===== config.mk =====
export PLATFORM = sky130hd
export DESIGN_NAME = mips_ctrl_alu
export DESIGN_NICKNAME = d
export VERILOG_FILES = /design/src/rtl/mips_pkg.sv /design/src/rtl/alu_n.sv /design/src/rtl/mips_ctrl_alu.sv
export SDC_FILE = /design/constraint.sdc
export NUM_CORES = 1
export LEC_CHECK = 0
export ABC_CLOCK_PERIOD_IN_PS = 19500
export CORE_MARGIN = 1.5
export CORE_UTILIZATION = 54
export CTS_CLUSTER_DIAMETER = 120
export DETAILED_ROUTE_END_ITERATION = 12
export PLACE_DENSITY = 0.9
export REMOVE_ABC_BUFFERS = 1
export SYNTH_ARGS = -nofsm -noshare
export SYNTH_HDL_FRONTEND = slang
export SYNTH_SLANG_ARGS = --single-unit

===== constraint.sdc =====
create_clock -name clk -period 19.5 [get_ports clk]
set_clock_uncertainty 0.1 [all_clocks]
set_input_delay 2.925 -clock clk [delete_from_list [all_inputs] [get_ports clk]]
set_output_delay 2.925 -clock clk [all_outputs]
set_load 0.01 [all_outputs]

===== src/rtl/mips_pkg.sv =====
// Shared constants for the MIPS decode/execute slice: opcodes, ALU-control codes,
// ALUOp encodings, the main-control bundle and the two-level ALU-control decode.
package mips_pkg;

    localparam logic [5:0] OP_RTYPE = 6'b000000;
    localparam logic [5:0] OP_LW    = 6'b100011;
    localparam logic [5:0] OP_SW    = 6'b101011;
    localparam logic [5:0] OP_BEQ   = 6'b000100;
    localparam logic [5:0] OP_BNE   = 6'b000101;
    localparam logic [5:0] OP_ADDI  = 6'b001000;
    localparam logic [5:0] OP_ANDI  = 6'b001100;
    localparam logic [5:0] OP_ORI   = 6'b001101;

    typedef enum logic [3:0] {
        ALU_AND = 4'b0000,
        ALU_OR  = 4'b0001,
        ALU_ADD = 4'b0010,
        ALU_SUB = 4'b0110,
        ALU_SLT = 4'b0111,
        ALU_NOR = 4'b1100
    } alu_ctl_e;

    typedef enum logic [1:0] {
        ALUOP_MEM    = 2'b00,
        ALUOP_BRANCH = 2'b01,
        ALUOP_FUNCT  = 2'b10,
        ALUOP_RSVD   = 2'b11
    } alu_op_e;

    typedef struct packed {
        logic       reg_dst;
        logic       alu_src;
        logic       mem_to_reg;
        logic       reg_write;
        logic       mem_read;
        logic       mem_write;
        logic       branch_eq;
        logic       branch_ne;
        logic [1:0] alu_op;
    } ctrl_t;

    // I-type ALU ops masquerade as R-type funct nibbles so one table serves both.
    function automatic logic [3:0] alu_nibble(input logic [5:0] opcode,
                                              input logic [3:0] funct_lo);
        logic [3:0] nib;
        case (opcode)
            OP_ADDI: nib = 4'b0000;
            OP_ANDI: nib = 4'b0100;
            OP_ORI:  nib = 4'b0101;
            default: nib = funct_lo;
        endcase
        return nib;
    endfunction

    function automatic logic [3:0] alu_ctl_decode(input logic [1:0] alu_op,
                                                  input logic [3:0] nib);
        logic [3:0] ctl;
        ctl = ALU_ADD;
        case (alu_op)
            ALUOP_MEM:    ctl = ALU_ADD;
            ALUOP_BRANCH: ctl = ALU_SUB;
            ALUOP_FUNCT: begin
                case (nib)
                    4'b0000: ctl = ALU_ADD;
                    4'b0010: ctl = ALU_SUB;
                    4'b0100: ctl = ALU_AND;
                    4'b0101: ctl = ALU_OR;
                    4'b0111: ctl = ALU_NOR;
                    4'b1010: ctl = ALU_SLT;
                    default: ctl = ALU_ADD;
                endcase
            end
            default:      ctl = ALU_ADD;
        endcase
        return ctl;
    endfunction

endpackage


===== src/rtl/alu_n.sv =====
// Purely combinational N-bit ALU: AND/OR/NOR/ADD/SUB/SLT with carry, signed
// overflow, signed less-than and zero flags.
module alu_n
    import mips_pkg::*;
#(
    parameter int unsigned N = 32
) (
    input  logic [N-1:0] a,
    input  logic [N-1:0] b,
    input  logic [3:0]   alu_ctl,
    output logic [N-1:0] result,
    output logic         cout,
    output logic         slt,
    output logic         overflow,
    output logic         zero
);

    logic [N:0] add_full;
    logic [N:0] sub_full;
    logic       add_ovf;
    logic       sub_ovf;

    assign add_full = {1'b0, a} + {1'b0, b};
    assign sub_full = {1'b0, a} + {1'b0, ~b} + {{N{1'b0}}, 1'b1};

    assign add_ovf = (a[N-1] == b[N-1]) && (add_full[N-1] != a[N-1]);
    assign sub_ovf = (a[N-1] != b[N-1]) && (sub_full[N-1] != a[N-1]);

    // Comparison is always computed from the subtractor, whatever op is selected.
    assign slt = sub_full[N-1] ^ sub_ovf;

    always_comb begin
        result   = '0;
        cout     = 1'b0;
        overflow = 1'b0;
        case (alu_ctl)
            ALU_AND: result = a & b;
            ALU_OR:  result = a | b;
            ALU_NOR: result = ~(a | b);
            ALU_ADD: begin
                result   = add_full[N-1:0];
                cout     = add_full[N];
                overflow = add_ovf;
            end
            ALU_SUB: begin
                result   = sub_full[N-1:0];
                cout     = sub_full[N];
                overflow = sub_ovf;
            end
            ALU_SLT: result = {{(N-1){1'b0}}, slt};
            default: result = '0;
        endcase
    end

    assign zero = (result == '0);

endmodule


===== src/rtl/mips_ctrl_alu.sv =====
// Single-cycle MIPS main-control + ALU-control decode wrapped around alu_n, with a
// registered result/flag observation stage. Define STICKY_OVF_EN to add ovf_sticky.
module mips_ctrl_alu
    import mips_pkg::*;
#(
    parameter int unsigned N = 32
) (
    input  logic         clk,
    input  logic         rst,
    input  logic [5:0]   opcode,
    input  logic [5:0]   funct,
    input  logic [N-1:0] rs_data,
    input  logic [N-1:0] rt_data,
    input  logic [15:0]  imm16,
    output logic         reg_dst,
    output logic         alu_src,
    output logic         mem_to_reg,
    output logic         reg_write,
    output logic         mem_read,
    output logic         mem_write,
    output logic         branch_eq,
    output logic         branch_ne,
    output logic [1:0]   alu_op,
    output logic [3:0]   alu_ctl,
    output logic [N-1:0] imm_ext,
`ifdef STICKY_OVF_EN
    output logic         ovf_sticky,
`endif
    output logic [N-1:0] result,
    output logic         cout,
    output logic         slt,
    output logic         overflow,
    output logic         zero,
    output logic [N-1:0] result_q,
    output logic [3:0]   flags_q
);

    ctrl_t      ctrl;
    logic [3:0] nib;
    logic [N-1:0] operand_b;
    logic       unused_funct_hi;

    // Only the low funct nibble takes part in ALU-control decode.
    assign unused_funct_hi = ^funct[5:4];

    always_comb begin
        ctrl = '0;
        case (opcode)
            OP_RTYPE: begin
                ctrl.reg_dst   = 1'b1;
                ctrl.reg_write = 1'b1;
                ctrl.alu_op    = ALUOP_FUNCT;
            end
            OP_LW: begin
                ctrl.alu_src    = 1'b1;
                ctrl.mem_to_reg = 1'b1;
                ctrl.reg_write  = 1'b1;
                ctrl.mem_read   = 1'b1;
                ctrl.alu_op     = ALUOP_MEM;
            end
            OP_SW: begin
                ctrl.alu_src   = 1'b1;
                ctrl.mem_write = 1'b1;
                ctrl.alu_op    = ALUOP_MEM;
            end
            OP_BEQ: begin
                ctrl.branch_eq = 1'b1;
                ctrl.alu_op    = ALUOP_BRANCH;
            end
            OP_BNE: begin
                ctrl.branch_ne = 1'b1;
                ctrl.alu_op    = ALUOP_BRANCH;
            end
            OP_ADDI, OP_ANDI, OP_ORI: begin
                ctrl.alu_src   = 1'b1;
                ctrl.reg_write = 1'b1;
                ctrl.alu_op    = ALUOP_FUNCT;
            end
            default: ctrl = '0;
        endcase
    end

    assign reg_dst    = ctrl.reg_dst;
    assign alu_src    = ctrl.alu_src;
    assign mem_to_reg = ctrl.mem_to_reg;
    assign reg_write  = ctrl.reg_write;
    assign mem_read   = ctrl.mem_read;
    assign mem_write  = ctrl.mem_write;
    assign branch_eq  = ctrl.branch_eq;
    assign branch_ne  = ctrl.branch_ne;
    assign alu_op     = ctrl.alu_op;

    assign nib     = alu_nibble(opcode, funct[3:0]);
    assign alu_ctl = alu_ctl_decode(ctrl.alu_op, nib);

    assign imm_ext   = {{(N-16){imm16[15]}}, imm16};
    assign operand_b = ctrl.alu_src ? imm_ext : rt_data;

    alu_n #(
        .N(N)
    ) u_alu (
        .a        (rs_data),
        .b        (operand_b),
        .alu_ctl  (alu_ctl),
        .result   (result),
        .cout     (cout),
        .slt      (slt),
        .overflow (overflow),
        .zero     (zero)
    );

    always_ff @(posedge clk or negedge rst) begin
        if (!rst) begin
            result_q <= '0;
            flags_q  <= '0;
        end else begin
            result_q <= result;
            flags_q  <= {cout, slt, overflow, zero};
        end
    end

`ifdef STICKY_OVF_EN
    logic ovf_sticky_q;

    always_ff @(posedge clk or negedge rst) begin
        if (!rst) begin
            ovf_sticky_q <= 1'b0;
        end else if (overflow) begin
            ovf_sticky_q <= 1'b1;
        end
    end

    assign ovf_sticky = ovf_sticky_q;
`endif

endmodule


# == After elaboration in Yosys (flattened, before gate mapping) ==
# Cells that the tools add are included.
# word_totals
regBits,36
inputBits,94
output_inout_bits,118
elab_cells,57
# classes
n_addsub,3
n_eq_ne,23
muxes,15
n_bitwise,5
reduce_logical,9
# op_table
operator,count
$pmux W32 S6,1
$add A32 B32 Y33,2
$not A32 Y32,2
$add A33 B1 Y33 const B,1
$and A32 B32 Y32,1
$logic_not A32 Y1,1
$mux W32,1
$or A32 B32 Y32,1
$eq A4 B3 Y1 const B,5
$pmux W4 S5,1
$eq A6 B4 Y1 const B,3
$eq A6 B3 Y1 const B,2
$eq A6 B6 Y1 const B,2
$pmux W4 S3,1
$reduce_or A5 Y1,2
$eq A4 B2 Y1 const B,2
$eq A4 B4 Y1 const B,2
$pmux W4 S2,1
$mux W1,7
$logic_not A6 Y1,1
$eq A4 B1 Y1 const B,1
$logic_not A4 Y1,1
$pmux W1 S2,2
$pmux W2 S2,1
8 further kinds,11

# == Longest topological paths before layout ==
# Gate-level depths: netlist of the first run.
# logic_depth
depth_word,12
depth_mapped,30
depth_no_buf,27

# == Cells and area by module ==
# From an unflattened synthesis of the first run, not the netlist that was laid out.
# unflattened
cells_unflattened,1042
hier_area_um2,7823.8
# by_module_without_submodules
mod,n_inst,cells_per_inst,area_each_um2,seq_area_each_um2
alu_n,1,897,5969.5,0.0
mips_ctrl_alu,1,145,1854.3,900.9

# == Worst setup path after synthesis of the first run ==
# No wires, ideal clock.
# synth_timing
kind,input port to output port
from,input opcode[3]
to,output zero
arrival_time_ns,8.861
required_ns,16.475
path_slack_ns,7.614
path_stages,26
path_buffers,2
path_cell_list,inv_1 or4_1 a21o_1 inv_2 clkbuf_1 nand2_1 nand2_1 inv_1 ha_1 buf_2 nor3_1 a2111oi_0 nor4_1 o21ai_0 nand3_1 a21oi_1 a211o_1 a21oi_1 o21ai_0 nand2b_1 fa_1 a221oi_1 nand2_1 or4_1 or4_1 nor4_2
# synth_between
elab_cells_between_ends,43
cone_classes,add/sub (3); eq/ne (21); mux (7); bitwise (5); reduce/logical (7)
# synth_rtl
item,line_no,rtl
"start, declared",mips_ctrl_alu.sv:10,"input logic [5:0] opcode,"
$eq A6 B4 Y1 or $eq A6 B6 Y1 (tied branches),mips_ctrl_alu.sv:48,case (opcode)
$reduce_or A5 Y1 (no line) (*),--,
$mux W1 (*),mips_ctrl_alu.sv:48,
named net alu_src,mips_ctrl_alu.sv:16,"output logic alu_src,"
$mux W32 (*),mips_ctrl_alu.sv:97,assign operand_b = ctrl.alu_src ? imm_ext : rt_data;
$not A32 Y32,alu_n.sv:24,"assign sub_full = {1'b0, a} + {1'b0, ~b} + {{N{1'b0}}, 1'b1};"
$add A32 B32 Y33,alu_n.sv:24,
$add A33 B1 Y33,alu_n.sv:24,
$pmux W32 S6 (*),alu_n.sv:36,case (alu_ctl)
named net result[31],mips_ctrl_alu.sv:29,"output logic [N-1:0] result,"
$logic_not A32 Y1 (*),alu_n.sv:55,assign zero = (result == '0);
"end, declared",mips_ctrl_alu.sv:33,"output logic zero,"
# The timed path passes the listed nets; every way through them passes the cells marked *.

# == Worst setup path in the final report of the first run ==
# layout_timing
from,input opcode[3]
to,output zero
# layout_between
elab_chain_cells,12
elab_cells_between_ends,43
cone_classes,add/sub (3); eq/ne (21); mux (7); bitwise (5); reduce/logical (7)
# layout_rtl
item,line_no,rtl
$eq A6 B4 Y1 or $eq A6 B6 Y1 (tied branches),"mips_pkg.sv:46, mips_ctrl_alu.sv:48",
$reduce_or A5 Y1 (no line),--,
$mux W1,mips_ctrl_alu.sv:48,
$mux W32,mips_ctrl_alu.sv:97,
$not A32 Y32,alu_n.sv:24,
$add A32 B32 Y33,alu_n.sv:24,
$add A33 B1 Y33,alu_n.sv:24,
$ne A1 B1 Y1,alu_n.sv:27,assign sub_ovf = (a[N-1] != b[N-1]) && (sub_full[N-1] != a[N-1]);
$logic_and A1 B1 Y1,alu_n.sv:27,
$xor A1 B1 Y1,alu_n.sv:30,assign slt = sub_full[N-1] ^ sub_ovf;
$pmux W32 S6 (*),alu_n.sv:36,
$logic_not A32 Y1 (*),alu_n.sv:55,
# Every way passes the cells marked *; elsewhere a longest branch is shown, timed or not.

==> impl_results.md, run 1 <==
* Clock Sinks at 36
* Mux share of post-synthesis cell area at about 1.1%
* Largest net degree at the start of global routing at 37
* Outcome: finished, final reports clean
* I/O pins at around 210
* CTS HTree Levels at 2
* CP arrival at ~11,000 ps
* Post-Route WL at 25,800 um
* Hold Fails Final Rpt at 0
* Drt pass-1 iters at 6
* Max FO, Critical Path at 17
* Number of antenna violations at the first check in global routing at 0
* Compound-Gate Fraction of Synth Area at between 30% and 40%
* DRC viols at 0
* Layout cell share with drive strength beyond 1 at between 3 and 4%
* Die Area at 0.0142 mm2
* Dominant synthesized flop cell: dfrtp_1
* Min-Delay Path Class: primary input to asynchronous set/reset pin
* TNS Setup at 0 ps
* Post-CTS setup buffers at 0
* Final instance area at between 0.009 and 0.01 mm2
* Fraction of the yosys area taken by sequential cells at 12.4%
* Post-synth EDFFs at 0
* Worst Path Required at 16,480 ps
* Power per cell area at about 55 mW/mm2
* I/O Buffers at between 200 and 250
* Post-DP Area at just over 0.009 mm2
* CTS Buf Count at 5
* Die Height at ~120 um
* Core area at between 0.01 and 0.015 mm2
* Vias at 8,434
* Hold WS at roughly 2600 ps
* Number of global-route vias before repair at 7,649
* Post-cts resize count at 0
* Clk root buf: clkbuf_16
* ANT nets after route at 0
* Synthesized area at between 0.007 and 0.008 mm2
* Congestion Overflow GR at 0
* Max Buffers Root-to-Sink at 2
* Final Max Tran Viols at 0
* Initial Util at a little under three fifths
* F_max at 70.2 MHz
* Commonest non-fill, non-tap cell in the layout: clkdlybuf4s50_1
* Gr busiest metal: met2
* Min Tclk post-route at 14,240 ps
* Least-Margin Pin Slew at between 800 and 900 ps
* Post-DP HPWL at a little under 20,000 um
* Synth warn at 0
* FF+latch count, synth at 36
* Post-layout nets at 1,341
* Adder-cell area share of the yosys netlist at between 15 and 20%
* Avg Cell Area, Syn at between 7 and 8 um2
* Fill count at 1,093
* Slew headroom at about two fifths
* Reg clk slew, reported paths at around 50 ps
* Simple-Gate Fraction of Synth Area at about a fifth
* Routed len/inst at 19.6 um
* Global-route met3 utilization at between 10 and 15%
* Leakage dissipation at between 4 and 5 nW
* Async SR Flop Fraction at 100%
* Synth Area in XOR/XNOR at about 2.7%
* CP Capture Type: primary output
* Tcrit/Tclk final at roughly 73%
* N_diodes at 0
* First-pass GRT wire length at around 40,000 um
* 1st-iter DRT viols at around 1,100
* Final GP Congestion at 1.01
* Tot GR Track Use at a little over a third
* Cells after Synth at a little under 1,000
* Routing usage on met2 at between 50% and 60%
* Die X at roughly 120 um
* Hold buffers post-CTS at 0
* CP startpoint kind: primary input
* Worst vdd ir at ~0.028 mV
* Setup CP Type: primary input to primary output
* Met1 GRT Util at between 40% and 50%
* Max-cap violations at 0
* # rows at 42
* Endpoints failing setup at 0
* Unrepaired setup endpoints after global routing: false
* Crit path launch: opcode[3]
* Commonest non-fill, non-tap cells in the layout: clkdlybuf4s50_1 (208), ha_1 (108), inv_1 (97), nor2_1 (96), nand2_1 (83)
* Area Overhead vs Synth at 28.4%
* TritonCTS clock tree: yes
* Largest family of logic cells by synthesized area: compound AO/OA/AOI/OAI gates
* Number of vias per cell at 6.42
* Distinct cells, synth at 89
registers in the layout, summed over array words and instances, names as in the netlist:
register  count
flags_q       4
result_q     32
cells in the mapped netlist, types with 6 or more instances:
library cell  count  area (um2)
o21ai_0          42         210
buf_2            10        50.1
ha_1            108        1350
inv_1            97         364
o221ai_1          9        78.8
nor2b_1          11        68.8
a21oi_1          63         315
nor2_1           96         360
a31oi_1          10        62.6
a211oi_1         12        90.1
mux2i_1           7        70.1
a2111oi_0        10        87.6
nor3_1           29         145
a22oi_1           6        45.0
nand2b_1          7        43.8
o211ai_1          7        52.6
o31ai_1          18         135
or3_1             6        37.5
nand2_1          83         312
dfrtp_1          36         901
clkbuf_1         33         124
a221o_1           9        90.1
o31a_1            8        70.1
and3_1            6        37.5
nand3_1          27         135
buf_4            35         263
a221oi_1         18         158
a21o_1           32         240
nor4_1           11        68.8
xnor2_1          17         149
per-stage QoR:
step           cells  worst slack [ps]  utilization (%)  power [W]
6_report        1313              5260             70.8   0.000514
5_1_grt         1313              4710             70.8   0.000541
4_1_cts         1313              5470             70.8   0.000507
3_5_place_dp    1305              5510             69.7   0.000424
3_3_place_gp    1305              5690             69.7   0.000418
2_1_floorplan    911              7550                -   0.000271
report_power, final:
group / leakage [nW] / switching, W / internal, W
sequential: 0.421 / 0.00000456 / 0.0000916
combinational: 3.77 / 0.000181 / 0.000155
clock: 0.0712 / 0.0000313 / 0.0000510
worst max-delay path by stage:
stage	cells past startpoint	slack, ps	end
final	28	5260	zero
after global routing	28	4710	zero
after CTS	28	5470	zero
after detailed placement	28	5510	zero
after global placement	28	5690	zero
after floorplan	24	7550	zero
worst max-delay path, stage by stage:
cell and delay (ps):
clkdlybuf4s50_1 550, inv_1 160, or4_1 550, a21o_1 190, inv_2 280, and2_1 800, a21o_1 180, inv_1 70
ha_1 390, nor4_1 400, a21boi_0 270, o21ai_0 190, nand3_1 160, a21oi_1 120, a211o_1 370, a21oi_1 150
o21ai_0 90, nand2b_1 100, fa_1 230, mux2i_1 100, a22oi_1 190, o211ai_1 180, or2_2 330, nor4_1 510
nand4_1 290, or4_1 650, nor4_2 220, clkdlybuf4s50_1 590
final cells by class:
cell class | count | area, um2 | area share, %
Multi-Input combinational cell | 776 | 5540 | 59.3
Timing Repair Buffer | 218 | 2150 | 23.1
Sequential cell | 36 | 901 | 9.65
Inverter | 99 | 374 | 4.01
Tap cell | 176 | 220 | 2.36
Clock buffer | 8 | 146 | 1.57
layer usage:
metal | vias to the layer above | wire length, um
met5 | - | 0
met4 | 0 | 780
met3 | 73 | 3450
met1 | 3874 | 10100
met2 | 628 | 11400
li1 | 3859 | -
cell families (layout without fill, tap and decap cells):
kind of cell | count (synthesis) | after routing
AOI/OAI and AO/OA | 318 | 318
and+or+nand+nor | 317 | 317
buffers and inverters | 180 | 325
adders and majority gates | 111 | 111
DFF | 36 | 36
xor gates and xnor gates | 22 | 22
muxes | 8 | 8
Note: power is estimated with default switching activity, not from simulation.
==> run 2, diff against run 1 <==
--- a/config.mk
+++ b/config.mk
@@ -5,12 +5,12 @@
 export SDC_FILE = /design/constraint.sdc
 export NUM_CORES = 1
 export LEC_CHECK = 0
-export ABC_CLOCK_PERIOD_IN_PS = 19500
+export ABC_CLOCK_PERIOD_IN_PS = 11500
 export CORE_MARGIN = 1.5
-export CORE_UTILIZATION = 54
+export CORE_UTILIZATION = 45
 export CTS_CLUSTER_DIAMETER = 120
 export DETAILED_ROUTE_END_ITERATION = 12
-export PLACE_DENSITY = 0.9
+export PLACE_DENSITY = 0.8
 export REMOVE_ABC_BUFFERS = 1
 export SYNTH_ARGS = -nofsm -noshare
 export SYNTH_HDL_FRONTEND = slang
==> constraint.sdc (replaced) <==
create_clock -name clk -period 11.5 [get_ports clk]
set_clock_uncertainty 0.1 [all_clocks]
set_input_delay 1.725 -clock clk [delete_from_list [all_inputs] [get_ports clk]]
set_output_delay 1.725 -clock clk [all_outputs]
set_load 0.01 [all_outputs]
==> impl_results.md, run 2 (synthesis results as in run 1) <==
* Multi-input gate area at 0.00556 mm2 (+0.34%)
* Core area at 0.0158 mm2 (+20%)
* Tcrit/Tclk final at 95.2%
* Power per cell area at 94.9 mW/mm2 (+72%)
* Endpoints failing setup at 0 (unchanged)
* Congestion Overflow GR at 0 (unchanged)
* Most flop-heavy register: result_q
* Vias at 8,321 (-1.3%)
* Register area at 901 um2 (unchanged)
* Switching Fraction at 42.0% (-0.22 points)
* Unrepaired setup endpoints after global routing: false
* N_diodes at 0 (unchanged)
* Max FFs per register at 32 (unchanged)
* Post-Route WL at 26,500 um (+2.9%)
* Area Overhead vs Synth at 30.6%
* Share of power burned in registers at 18.1% (-0.6 points)
* Routed len/inst at 19.5 um (-0.84%)
* Max-cap violations at 0 (unchanged)
* CP arrival at 9130 ps (-2090 ps)
* Number of antenna violations at the first check in global routing at 1 (+1)
* Routing usage on met2 at 46.4% (-9.0 points)
* Post-DP Area at 0.00931 mm2 (+1.4%)
* Clk root buf: clkbuf_16
* Placed cells at 1,355 (+3.8%)
* Post-DP HPWL at 20,200 um (+3.3%)
* Met1 GRT Util at 42.5% (-3.5 points)
* Fill count at 1,442 (+32%)
* Outcome: finished, final reports clean
* Int Power at 0.000523 W (+76%)
* Leakage dissipation at 4.33 nW (+1.4%)
* Min-Delay Path Class: primary input to asynchronous set/reset pin
* Die Area at 0.0169 mm2 (+19%)
* Sum of buffers and inverters on the critical path at 5 (unchanged)
* TNS Setup at 0 ps (unchanged)
* Clock share of power at 17.9% (+1.9 points)
* Die X at 130 um (+9.3%)
* Post-layout nets at 1,351 (+0.75%)
* CTS Buf Count at 5 (unchanged)
* CP Capture Type: primary output
* Max Buffers Root-to-Sink at 2 (unchanged)
* I/O Buffers at 209 (unchanged)
* Max FO, Critical Path at 10 (-7)
* CP startpoint kind: primary input
* Gr busiest metal: met2
* P_sw at 0.000378 W (+74%)
* Post-cts resize count at 0 (unchanged)
* Post-Layout Cell Count at 1,363 (+3.8%)
* Commonest non-fill, non-tap cells in the layout: clkdlybuf4s50_1 (208), ha_1 (107), inv_1 (97), nor2_1 (96), nand2_1 (83)
* Largest net degree at the start of global routing at 37 (unchanged)
* Global-route met3 utilization at 5.90% (-4.2 points)
* Top delay family on crit path: simple AND/OR/NAND/NOR gates
* Setup CP Type: primary input to primary output
* Die Height at 130 um (+9.3%)
* Slew headroom at 29.9% (-9.3 points)
* TritonCTS clock tree: yes
* ANT nets after route at 0 (unchanged)
* Final instance area at 0.00950 mm2 (+1.7%)
* First-pass GRT wire length at 40,300 um (-0.45%)
* Worst Path Required at 9680 ps (-6800 ps)
* Top flop regs: result_q x32, flags_q x4
* Final Max Tran Viols at 0 (unchanged)
* DRC viols at 0 (unchanged)
* Reg clk slew, reported paths at 60 ps (about the same)
* Number of vias per cell at 6.10 (-5.0%)
* Drt pass-1 iters at 6 (unchanged)
* F_max at about 90 MHz
* Comb power frac at 64.0% (-1.3 points)
* Hold Fails Final Rpt at 0 (unchanged)
* Layout cell share with drive strength beyond 1 at 5.32% (+1.4 points)
* 1st-iter DRT viols at 954 (-12%)
* Clock Sinks at 36 (unchanged)
* I/O pins at 212 (unchanged)
* Final GP Congestion at 0.989 (-1.7%)
* # rows at 46 (+9.5%)
* Hold buffers post-CTS at 0 (unchanged)
* CTS HTree Levels at 2 (unchanged)
* Commonest non-fill, non-tap cell in the layout: clkdlybuf4s50_1
* Slowest CP cell: clkdlybuf4s50_1
* Post-CTS setup buffers at 0 (unchanged)
* Worst stage delay on the critical path at 590 ps (-210 ps)
* Tot GR Track Use at 30.3% (-5.0 points)
* Initial Util at 45.9% (-9.2 points)
* Number of global-route vias before repair at 7,462 (-2.4%)
* Least-Margin Pin Slew at 1020 ps (+136 ps)
* Min Tclk post-route at 10,950 ps
* Worst vdd ir at 0.0572 mV (+100%)
run 2: final timing paths:
path / start / end / slack (ps) / depth (start not counted)
max in group asynchronous: rst / result_q[7]$_DFF_PN0_ / 9240 / 1
min in group clk: rs_data[0] / result_q[0]$_DFF_PN0_ / 2210 / 4
worst max-delay path: opcode[3] / zero / 550 / 28
worst min-delay path: rst / result_q[20]$_DFF_PN0_ / 1470 / 1
run 2: per-layer routing:
layer | part of all wire (%) | wire length, um
met1 | 42 | 11200
met2 | 43 | 11500
met3 | 12 | 3140
met4 | 2.6 | 685
met5 | 0.045 | 12
run 2: power by group through the flow:
stage          logic [W]  clock network (W)  registers (W)
5_1_grt         0.000618           0.000165       0.000165
3_5_place_dp    0.000561                  0       0.000166
4_1_cts         0.000565           0.000161       0.000163
2_1_floorplan   0.000279                  0       0.000181
6_report        0.000577           0.000161       0.000163
3_3_place_gp    0.000557                  0       0.000165
run 2: area by class of cell:
cell class              instances  area share, %
repair buffers                228           23.5
clock buffers                   6           1.36
inverters                      99           3.94
clock inverters                 2          0.369
multi-input cells             776           58.5
flip-flops and latches         36           9.49
well taps                     216           2.85
run 2: per-stage QoR:
step | power (W) | util [%] | setup slack, ps | hold slack [ps]
6_report | 0.000901 | 60.0 | 550 | 1470
5_1_grt | 0.000948 | 60.0 | 66.3 | 1550
4_1_cts | 0.000889 | 59.9 | 413 | 1500
3_5_place_dp | 0.000726 | 58.8 | 461 | 1800
3_3_place_gp | 0.000722 | 58.8 | 455 | 1780
2_1_floorplan | 0.000460 | - | 1950 | 1330
